<file path="src/rtl/cnn_layer_accel_pixel_ingest.sv">
// ---------------------------------------------------------------------------
// cnn_layer_accel_pixel_ingest
// Accepts a stream of pixel beats for one CNN layer job and writes them into a
// ring of row buffers. It tracks how many committed rows are held and tells
// the consumer when enough rows exist for one kernel window.
//
// Ports
//   clk, rst            core clock, synchronous active-high reset
//   cfg_*               job configuration, taken in IDLE when cfg_valid and
//                       every field is in range
//   pixel_valid/ready   input beat handshake, pixel_data carries 8 pixels
//   buf_wr_*            row-buffer write port, one cycle after acceptance
//   row_release         consumer frees the oldest committed row
//   rows_avail          committed rows currently held in the ring
//   window_ready        rows_avail covers the kernel height
//   release_err         sticky, release requested with nothing held
//   busy, done          job in progress, one-cycle completion pulse
// ---------------------------------------------------------------------------
module cnn_layer_accel_pixel_ingest #(
    parameter int C_PIXEL_WIDTH = 16,
    parameter int C_BEAT_WIDTH  = 128,
    parameter int C_RING_ROWS   = 4,
    parameter int C_MAX_BEATS   = 64
) (
    input  logic                             clk,
    input  logic                             rst,
    input  logic                             cfg_valid,
    input  logic [6:0]                       cfg_row_beats,
    input  logic [9:0]                       cfg_num_rows,
    input  logic [3:0]                       cfg_kernel_size,
    input  logic                             pixel_valid,
    output logic                             pixel_ready,
    input  logic [C_BEAT_WIDTH-1:0]          pixel_data,
    output logic                             buf_wr_en,
    output logic [$clog2(C_RING_ROWS)-1:0]   buf_wr_row,
    output logic [$clog2(C_MAX_BEATS)-1:0]   buf_wr_col,
    output logic [C_BEAT_WIDTH-1:0]          buf_wr_data,
    input  logic                             row_release,
    output logic [$clog2(C_RING_ROWS):0]     rows_avail,
    output logic                             window_ready,
    output logic                             release_err,
    output logic                             busy,
    output logic                             done
);

    localparam int C_ROW_W   = $clog2(C_RING_ROWS);
    localparam int C_COL_W   = $clog2(C_MAX_BEATS);
    localparam int C_AVAIL_W = C_ROW_W + 1;
    localparam int C_PIXELS  = C_BEAT_WIDTH / C_PIXEL_WIDTH;

    localparam logic [1:0] S_IDLE  = 2'd0;
    localparam logic [1:0] S_FILL  = 2'd1;
    localparam logic [1:0] S_DRAIN = 2'd2;
    localparam logic [1:0] S_DONE  = 2'd3;

    logic [1:0]              r_state;
    logic [6:0]              r_row_beats;
    logic [9:0]              r_num_rows;
    logic [3:0]              r_kernel;
    logic [C_COL_W-1:0]      r_col;
    logic [C_ROW_W-1:0]      r_wr_row;
    logic [9:0]              r_rows_written;
    logic [C_AVAIL_W-1:0]    r_rows_avail;
    logic                    r_pixel_ready;
    logic                    r_window_ready;
    logic                    r_release_err;
    logic                    r_busy;
    logic                    r_done;
    logic                    r_buf_wr_en;
    logic [C_ROW_W-1:0]      r_buf_wr_row;
    logic [C_COL_W-1:0]      r_buf_wr_col;
    logic [C_BEAT_WIDTH-1:0] r_buf_wr_data;

    logic                    w_cfg_ok;
    logic                    w_cfg_take;
    logic                    w_accept;
    logic                    w_col_last;
    logic                    w_commit;
    logic                    w_last_row;
    logic                    w_rel_ok;
    logic                    w_rel_bad;
    logic [1:0]              w_state_nxt;
    logic [C_AVAIL_W-1:0]    w_rows_avail_nxt;
    logic [3:0]              w_kernel_nxt;

    assign w_cfg_ok   = (cfg_row_beats != 7'd0)
                     && (32'(cfg_row_beats) <= 32'(C_MAX_BEATS))
                     && (cfg_num_rows != 10'd0)
                     && (cfg_kernel_size != 4'd0)
                     && (32'(cfg_kernel_size) <= 32'(C_RING_ROWS));
    assign w_cfg_take = (r_state == S_IDLE) && cfg_valid && w_cfg_ok;
    // r_pixel_ready is only ever set in FILL, so the handshake alone is enough.
    assign w_accept   = pixel_valid && r_pixel_ready;
    assign w_col_last = (32'(r_col) == (32'(r_row_beats) - 32'd1));
    assign w_commit   = w_accept && w_col_last;
    assign w_last_row = w_commit && (r_rows_written == (r_num_rows - 10'd1));
    assign w_rel_ok   = row_release && (r_rows_avail != {C_AVAIL_W{1'b0}});
    assign w_rel_bad  = row_release && (r_rows_avail == {C_AVAIL_W{1'b0}});
    assign w_kernel_nxt = w_cfg_take ? cfg_kernel_size : r_kernel;

    // Occupancy next value: a commit and a release in the same cycle cancel.
    always_comb begin
        w_rows_avail_nxt = r_rows_avail;
        if (w_cfg_take) begin
            w_rows_avail_nxt = {C_AVAIL_W{1'b0}};
        end else if (w_commit && !w_rel_ok) begin
            w_rows_avail_nxt = r_rows_avail + C_AVAIL_W'(1'b1);
        end else if (!w_commit && w_rel_ok) begin
            w_rows_avail_nxt = r_rows_avail - C_AVAIL_W'(1'b1);
        end else begin
            w_rows_avail_nxt = r_rows_avail;
        end
    end

    // Job FSM next-state decode.
    always_comb begin
        w_state_nxt = r_state;
        case (r_state)
            S_IDLE:  w_state_nxt = w_cfg_take ? S_FILL : S_IDLE;
            S_FILL:  w_state_nxt = w_last_row ? S_DRAIN : S_FILL;
            S_DRAIN: w_state_nxt = (w_rows_avail_nxt == {C_AVAIL_W{1'b0}}) ? S_DONE : S_DRAIN;
            S_DONE:  w_state_nxt = S_IDLE;
            default: w_state_nxt = S_IDLE;
        endcase
    end

    // State, job configuration and ring bookkeeping registers.
    always_ff @(posedge clk) begin
        if (rst) begin
            r_state        <= S_IDLE;
            r_row_beats    <= 7'd0;
            r_num_rows     <= 10'd0;
            r_kernel       <= 4'd0;
            r_col          <= {C_COL_W{1'b0}};
            r_wr_row       <= {C_ROW_W{1'b0}};
            r_rows_written <= 10'd0;
            r_rows_avail   <= {C_AVAIL_W{1'b0}};
            r_release_err  <= 1'b0;
        end else begin
            r_state      <= w_state_nxt;
            r_rows_avail <= w_rows_avail_nxt;
            if (w_rel_bad) begin
                r_release_err <= 1'b1;
            end
            if (w_cfg_take) begin
                r_row_beats    <= cfg_row_beats;
                r_num_rows     <= cfg_num_rows;
                r_kernel       <= cfg_kernel_size;
                r_col          <= {C_COL_W{1'b0}};
                r_wr_row       <= {C_ROW_W{1'b0}};
                r_rows_written <= 10'd0;
            end else if (w_accept) begin
                r_col <= w_col_last ? {C_COL_W{1'b0}} : (r_col + C_COL_W'(1'b1));
                if (w_col_last) begin
                    r_wr_row       <= (r_wr_row == C_ROW_W'(C_RING_ROWS - 1))
                                      ? {C_ROW_W{1'b0}} : (r_wr_row + C_ROW_W'(1'b1));
                    r_rows_written <= r_rows_written + 10'd1;
                end
            end
        end
    end

    // Status outputs registered from next-state values so they line up
    // with the state they describe; ready drops as soon as the ring is full.
    always_ff @(posedge clk) begin
        if (rst) begin
            r_pixel_ready  <= 1'b0;
            r_window_ready <= 1'b0;
            r_busy         <= 1'b0;
            r_done         <= 1'b0;
        end else begin
            r_pixel_ready  <= (w_state_nxt == S_FILL)
                           && (32'(w_rows_avail_nxt) < 32'(C_RING_ROWS));
            r_window_ready <= ((w_state_nxt == S_FILL) || (w_state_nxt == S_DRAIN))
                           && (32'(w_rows_avail_nxt) >= 32'(w_kernel_nxt));
            r_busy         <= (w_state_nxt != S_IDLE);
            r_done         <= (w_state_nxt == S_DONE);
        end
    end

    // Row-buffer write port: accepted beat goes out one cycle later.
    always_ff @(posedge clk) begin
        if (rst) begin
            r_buf_wr_en   <= 1'b0;
            r_buf_wr_row  <= {C_ROW_W{1'b0}};
            r_buf_wr_col  <= {C_COL_W{1'b0}};
            r_buf_wr_data <= {C_BEAT_WIDTH{1'b0}};
        end else begin
            r_buf_wr_en <= w_accept;
            if (w_accept) begin
                r_buf_wr_row <= r_wr_row;
                r_buf_wr_col <= r_col;
                for (int i = 0; i < C_PIXELS; i++) begin
                    r_buf_wr_data[i*C_PIXEL_WIDTH +: C_PIXEL_WIDTH] <=
                        pixel_data[i*C_PIXEL_WIDTH +: C_PIXEL_WIDTH];
                end
            end
        end
    end

    assign pixel_ready  = r_pixel_ready;
    assign buf_wr_en    = r_buf_wr_en;
    assign buf_wr_row   = r_buf_wr_row;
    assign buf_wr_col   = r_buf_wr_col;
    assign buf_wr_data  = r_buf_wr_data;
    assign rows_avail   = r_rows_avail;
    assign window_ready = r_window_ready;
    assign release_err  = r_release_err;
    assign busy         = r_busy;
    assign done         = r_done;

endmodule

</file>
<file path="config.mk">
export PLATFORM = sky130hd
export DESIGN_NAME = cnn_layer_accel_pixel_ingest
export DESIGN_NICKNAME = d
export VERILOG_FILES = /design/src/rtl/cnn_layer_accel_pixel_ingest.sv
export SDC_FILE = /design/constraint.sdc
export NUM_CORES = 1
export LEC_CHECK = 0
export ABC_AREA = 1
export BUFFER_PORTS_ARGS = -buffer_cell sky130_fd_sc_hd__buf_4
export CAP_MARGIN = 20
export CORE_UTILIZATION = 41
export CTS_CLUSTER_SIZE = 28
export DETAILED_ROUTE_END_ITERATION = 12
export PLACE_DENSITY = 0.7
export SYNTH_ARGS = -nofsm -noshare
export SYNTH_HDL_FRONTEND = slang
export SYNTH_SLANG_ARGS = --single-unit
</file>
<file path="constraint.sdc">
create_clock -name clk -period 3.7 [get_ports clk]
set_clock_uncertainty 0.05 [all_clocks]
set_input_delay 0.185 -clock clk [delete_from_list [all_inputs] [get_ports clk]]
set_output_delay 0.185 -clock clk [all_outputs]
set_load 0.005 [all_outputs]
</file>
==> impl_metrics.json, run 1 <==
{
  "dieArea_um2": 18600,
  "routed_via_density": 4.84,
  "clockBufferDepth": 2,
  "cts_resized": 0,
  "drv_cap": 0,
  "clockPowerShare": 0.398,
  "clkLatencyLatePin_ns": 0.42,
  "fin_ws_ns": 0.795,
  "slew_viol_final": 0,
  "route.detailed.drc": 0,
  "period_minus_slack_ns": 2.90,
  "max_freq_ghz": 0.344,
  "outcome": "complete, no violations",
  "met3_usage": 0.0529,
  "r2r-start": "r_row_beats[0]",
  "synthesis.nets": 1164,
  "wl_per_cell_um": 14.1,
  "yosysWarnings": 0,
  "placed_area_um2": 9760,
  "seqPwrFrac": 0.439,
  "grt_max_degree": 106,
  "p_sw_frac": 0.250,
  "critPathMaxFanout": 14,
  "stdcell_area_um2": 11700,
  "wl_mm": 23.1,
  "htree_num_levels": 4,
  "setup.worst_path.end_class": "flip-flop",
  "cp.required_ns": 3.97,
  "power_density_nw_per_um2": 416,
  "gr-usage-all-layers": 0.241,
  "synth_edf_count": 0,
  "min-delay-start": "pixel_data[65]",
  "std_cell_rows": 48,
  "start_kind": "flip-flop",
  "p_int_uw": 3640,
  "pre_cts_slack_ns": 0.829,
  "cts_tree": "yes",
  "p_comb_frac": 0.163,
  "yosysUniqueCellTypes": 31,
  "syn_inst": 996,
  "p_switching_uw": 1210,
  "rr_worst_depth": 18,
  "nets": 1563,
  "gp_congestion": 0.838,
  "drtAntennaViolNets": 0,
  "drt_pass1_iterations": 5,
  "r2r_slack_ns": 0.80,
  "met1_usage": 0.278,
  "grt_pass1_wl_mm": 35.3,
  "dp.final_hpwl_mm": 14.9,
  "n_antenna_cell": 0,
  "ir_drop_uv": 316,
  "maxSlewHeadroom": 0.316,
  "worstHoldEndpoint": "buf_wr_data[65]",
  "initial_core_util": 0.423,
  "syn2layout_area_growth_pct": 57.8,
  "ys_seq_area_frac": 0.503,
  "cts_sinks": 186,
  "ys_ff_latch": 186,
  "post-cts-setup-buffer-count": 0,
  "die_h_um": 136,
  "crit_type": "reg -> reg",
  "timing.hold.ws_ns": 0.00815,
  "syn_area_um2": 7400,
  "root_buffer": "clkbuf_16",
  "ys_async_sr_fraction": 0,
  "ys.flop_type": "dfxtp_1",
  "hold_path_class": "in -> reg",
  "power.leakage_uw": 0.00517,
  "grt_busiest_layer": "met2",
  "hold_buffers": 129,
  "coreArea_um2": 17500,
  "arrival_ns": 3.18,
  "final_hold_viol_count": 0,
  "via_count": 7901,
  "ios": 299,
  "rsz0062_at_grt": "false",
  "clk_pin_slew_ns": 0.07,
  "use_met2": 0.418,
  "timing.rr.end": "window_ready",
  "grt_overflow": 0,
  "drt_iter0_drc": 405,
  "setup_tns_ns": 0,
  "drive_above_1_share": 0.253,
  "antenna_found_initial": 0,
  "portBuffers": 298,
  "hold_path_depth": 3,
  "setup_viol": 0,
  "worst_pin_slew_ns": 1.03,
  "die_w_um": 136,
  "cts_buffers": 17,
  "syn_avg_cell_area_um2": 7.43,
  "grt_pass1_vias": 7464,
  "min_period_over_period": 0.785
}
cells in the final DEF, fill, tap and decap left out, drive strengths merged:
cell           n
a211oi         1
a21boi         1
a21oi         33
buf          304
bufinv         4
clkbuf        18
clkinv         8
dfxtp        186
dlygate4sd3  129
ha            14
inv           57
mux2i          1
nand2         97
nand3         22
nand4          7
nor2         326
nor3          12
nor4           5
o2111a         1
o21a           1
o21ai        157
or2            3
xnor2          7
xor2          13
logic make-up (layout without fill, tap and decap cells):
logic type / after synthesis / count (layout) / share of synthesized area
AO/OA/AOI/OAI: 194 / 194 / 0.134
adder cells (fa/ha/maj): 14 / 14 / 0.0237
flip-flops: 186 / 186 / 0.503
multiplexers: 1 / 1 / 0.00135
XOR/XNOR: 20 / 20 / 0.0237
AND/OR/NAND/NOR: 472 / 472 / 0.257
buffers and inverters: 109 / 520 / 0.0575
power groups by stage:
stage	Combinational, uW	Clock, uW	Sequential (uW)
after floorplan	348	0	2180
after detailed placement	666	0	2180
after global routing	883	2050	2140
after CTS	783	1970	2130
after global placement	652	0	2170
final	791	1930	2130
registers in the layout, summed over array words and instances, names as in the netlist, 3 cells and up:
| register | cells |
|---|---|
| buf_wr_data | 128 |
| r_col | 6 |
| r_kernel | 4 |
| r_num_rows | 10 |
| buf_wr_col | 6 |
| rows_avail | 3 |
| r_rows_written | 10 |
| r_row_beats | 7 |
worst max path at each step:
stage / endpoint / startpoint / slack, ns / cells past startpoint
after CTS: window_ready / r_row_beats[0] / 0.80 / 18
after floorplan: window_ready / r_row_beats[0] / 1.15 / 17
after global placement: window_ready / r_row_beats[0] / 0.92 / 17
after detailed placement: window_ready / r_row_beats[0] / 0.83 / 18
final: window_ready / r_row_beats[0] / 0.80 / 18
after global routing: window_ready / r_row_beats[0] / 0.54 / 18
synth_stat cells (2+ instances only):
| master | n | share of area |
|---|---|---|
| ha_1 | 14 | 0.024 |
| nand3_2 | 2 | 0.0027 |
| clkbuf_1 | 43 | 0.022 |
| nand2_1 | 97 | 0.049 |
| nand4_1 | 7 | 0.0059 |
| nor3_1 | 11 | 0.0074 |
| nor2_2 | 5 | 0.0042 |
| xor2_1 | 13 | 0.015 |
| buf_1 | 7 | 0.0036 |
| nand3_1 | 19 | 0.013 |
| nor2_1 | 321 | 0.16 |
| nor4_1 | 5 | 0.0042 |
| xnor2_1 | 7 | 0.0083 |
| o21ai_0 | 156 | 0.11 |
| buf_6 | 2 | 0.0030 |
| inv_1 | 45 | 0.023 |
| inv_2 | 9 | 0.0046 |
| or2_2 | 2 | 0.0017 |
| dfxtp_1 | 186 | 0.50 |
| clkinv_1 | 2 | 0.0010 |
| a21oi_1 | 33 | 0.022 |
area by class of cell:
| cell class | count | area (um^2) |
|---|---|---|
| inverters | 56 | 214 |
| fillers | 1437 | 5810 |
| clock buffers | 18 | 429 |
| multi-input cells | 701 | 3250 |
| clock inverters | 13 | 191 |
| flip-flops and latches | 186 | 3720 |
| well taps | 225 | 282 |
| repair buffers | 433 | 3570 |
worst max-delay path: stages (launching register included):
cell      delay (ns)
dfxtp_1         0.37
inv_2           0.07
ha_1            0.24
inv_1           0.07
nand2_1         0.05
nand2_1         0.07
nor2_1          0.04
nor2_1          0.11
nand2_1         0.08
nor2_2          0.16
nand3_4         0.20
nand2_1         0.19
nand3_1         0.09
nand3_1         0.14
inv_1           0.07
ha_1            0.29
a21boi_0        0.13
o21a_1          0.17
o2111a_1        0.21
per-stage QoR:
step	utilization	std cells	power, uW
after floorplan	-	996	2520
after global placement	0.558	1472	2830
after detailed placement	0.558	1472	2840
after CTS	0.668	1632	4890
after global routing	0.668	1632	5080
final	0.668	1632	4860
metal layers:
layer / vias up / share of wire
li1: 3975 / -
met1: 3612 / 0.41
met2: 256 / 0.50
met3: 58 / 0.055
met4: 0 / 0.032
met5: - / 0
Power figures use the tool's default switching activity.
==> run 2: changes to the inputs <==
--- a/config.mk
+++ b/config.mk
@@ -5,13 +5,13 @@
 export SDC_FILE = /design/constraint.sdc
 export NUM_CORES = 1
 export LEC_CHECK = 0
-export ABC_AREA = 1
+export ABC_AREA = 0
 export BUFFER_PORTS_ARGS = -buffer_cell sky130_fd_sc_hd__buf_4
 export CAP_MARGIN = 20
 export CORE_UTILIZATION = 41
 export CTS_CLUSTER_SIZE = 28
 export DETAILED_ROUTE_END_ITERATION = 12
-export PLACE_DENSITY = 0.7
+export PLACE_DENSITY = 0.72
 export SYNTH_ARGS = -nofsm -noshare
 export SYNTH_HDL_FRONTEND = slang
 export SYNTH_SLANG_ARGS = --single-unit
==> constraint.sdc (replaced) <==
create_clock -name clk -period 2.4 [get_ports clk]
set_clock_uncertainty 0.05 [all_clocks]
set_input_delay 0.12 -clock clk [delete_from_list [all_inputs] [get_ports clk]]
set_output_delay 0.12 -clock clk [all_outputs]
set_load 0.005 [all_outputs]
==> impl_metrics.json, run 2 <==
{
  "yosysTopAreaCell": "dfxtp_1",
  "arrival_ns": 3.25,
  "critPathMaxFanout": 6,
  "initial_core_util": 0.423,
  "yosysUniqueCellTypes": 45,
  "maxSlewHeadroom": 0.513,
  "htree_num_levels": 4,
  "synth-simple-area-share": 0.242,
  "cp.required_ns": 2.66,
  "synth_adder_area_share": 0.0237,
  "drt_iter0_drc": 428,
  "p_sw_frac": 0.271,
  "seqPwrFrac": 0.415,
  "grt_pass1_vias": 8213,
  "grt_overflow": 0,
  "ys.flop_type": "dfxtp_1",
  "ys_seq_area_frac": 0.503,
  "drt_pass1_iterations": 5,
  "start_kind": "flip-flop",
  "p_switching_uw": 2100,
  "drv_cap": 0,
  "syn_area_um2": 7400,
  "cp-startpoint": "r_row_beats[0]",
  "routed_via_density": 5.00,
  "gp_congestion": 0.824,
  "min_period_over_period": 1.25,
  "final_hold_viol_count": 0,
  "period_minus_slack_ns": 2.99,
  "wl_mm": 26.2,
  "die_w_um": 136,
  "drive_above_1_share": 0.299,
  "hold_path_class": "in -> reg",
  "synth_common_cells": "nand2_1, dfxtp_1, a21oi_1, clkbuf_1, nor2_1",
  "drtAntennaViolNets": 0,
  "cts_buffers": 17,
  "ios": 299,
  "largest_register_ffs": 128,
  "clk_pin_slew_ns": 0.07,
  "synth-compound-area-share": 0.143,
  "via_count": 8190,
  "grt_pass1_wl_mm": 40.3,
  "syn_inst": 934,
  "wl_per_cell_um": 16.0,
  "clkLatencyLatePin_ns": 0.43,
  "synth-xor-area-share": 0.0431,
  "synth_top_family_by_area": "simple AND/OR/NAND/NOR gates",
  "cts_sinks": 186,
  "max_freq_ghz": 0.334,
  "setup_viol": 7,
  "synth_edf_count": 0,
  "cts_tree": "yes",
  "fin_ws_ns": -0.592,
  "power.leakage_uw": 0.00519,
  "std_cell_rows": 48,
  "min-delay-start": "cfg_kernel_size[0]",
  "synthesis.nets": 1102,
  "layout_common_cells": "buf_4, nand2_1, dfxtp_1, a21oi_1, dlygate4sd3_1",
  "gr-usage-all-layers": 0.279,
  "stdcell_count": 1638,
  "power_density_nw_per_um2": 626,
  "clockBufferDepth": 2,
  "place_inst": 1451,
  "root_buffer": "clkbuf_16",
  "p_comb_frac": 0.210,
  "coreArea_um2": 17500,
  "dieArea_um2": 18600,
  "yosysWarnings": 0,
  "p_total_uw": 7770,
  "outcome": "finished, violations left",
  "rsz0062_at_grt": "true",
  "pre_cts_slack_ns": -0.685,
  "setup.worst_path.end_class": "flip-flop",
  "clockPowerShare": 0.375,
  "violations": "negative setup slack",
  "dp.final_hpwl_mm": 16.1,
  "die_h_um": 136,
  "syn2layout_area_growth_pct": 67.6,
  "yosysMostFrequentCell": "nand2_1",
  "ys_async_sr_fraction": 0,
  "synthMuxAreaShare": 0.00811,
  "r2r-start": "r_row_beats[0]",
  "p_int_uw": 5670,
  "ir_drop_uv": 484,
  "portBuffers": 298,
  "syn_avg_cell_area_um2": 7.92,
  "synth_top_area_frac": 0.503,
  "yosys-top-cells-area": "dfxtp_1, nand2_1, a21oi_1",
  "nets": 1565,
  "layout_commonest_cell": "buf_4",
  "slew_viol_final": 0,
  "crit_type": "reg -> reg",
  "antenna_found_initial": 3,
  "worst_pin_slew_ns": 0.730,
  "route.detailed.drc": 0,
  "ys_ff_latch": 186,
  "grt_max_degree": 140
}
[run 2: cell families (layout without fill, tap and decap cells)]
logic type                 Yosys count  count (layout)
and+or+nand+nor                    431             431
AOI/OAI and AO/OA                  192             192
DFF                                186             186
buffers and inverters               71             547
xor gates and xnor gates            34              34
adders and majority gates           14              14
muxes                                6               6
other                                0               3
[run 2: layout make-up]
type	count	area, um^2
Tap cell	225	282
Fill cell	1237	5070
Clock buffer	18	429
Antenna cell	3	7.51
Sequential cell	186	3730
Timing Repair Buffer	504	4190
Inverter	11	41.3
Clock inverter	14	174
Multi-Input combinational cell	677	3550
[run 2: worst max-delay path, cell delays in order (launching register included)]
cell	delay (ns)
dfxtp_2	0.33
inv_2	0.04
ha_4	0.16
nor2b_1	0.12
or3_1	0.31
a31o_1	0.23
a2111oi_4	0.29
buf_4	0.21
buf_6	0.09
xnor3_1	0.22
nand2_2	0.10
ha_1	0.23
nand2b_4	0.13
a21o_1	0.16
a21oi_2	0.14
a2111oi_2	0.06
[run 2: metal layers]
metal / GRT usage / wire length [um]
met5: 0 / 0
met4: 0.145 / 1250
met3: 0.0824 / 1640
met2: 0.485 / 13100
met1: 0.307 / 10200
[run 2: power by group through the flow]
stage,Clock (uW),Combinational [uW],Sequential [uW]
after floorplan,0,580,3310
after detailed placement,0,1210,3300
final,2910,1630,3230
after CTS,2950,1540,3230
after global placement,0,1190,3290
after global routing,3070,1770,3240
[run 2: repair_timing]
item,in CTS,in global routing
cloned,0,0
pin swaps,12,4
setup endpoints to repair,7,33
buffers inserted,5,1
endpoints found under the hold margin,148,0
resized for setup,17,14
hold buffers,148,0
[run 2: final timing paths]
path / cells after the start / slack (ns) / end
setup / recovery: 15 / -0.59 / window_ready
hold / removal: 4 / 0.02 / r_kernel[0]
setup reg to reg: 15 / -0.59 / window_ready
hold reg to reg: 2 / 0.40 / r_kernel[3]
[run 2: per-stage QoR]
stage               hold slack (ns)   util  instance area, um^2  TNS [ns]
floorplan                     0.198      -                 7420     -1.56
global placement              0.316  0.581                10200     -1.60
detailed placement            0.326  0.581                10200     -2.18
finish                       0.0206  0.710                12400     -1.86
CTS                         0.00529  0.706                12300     -2.45
global route                 0.0430  0.710                12400     -2.70
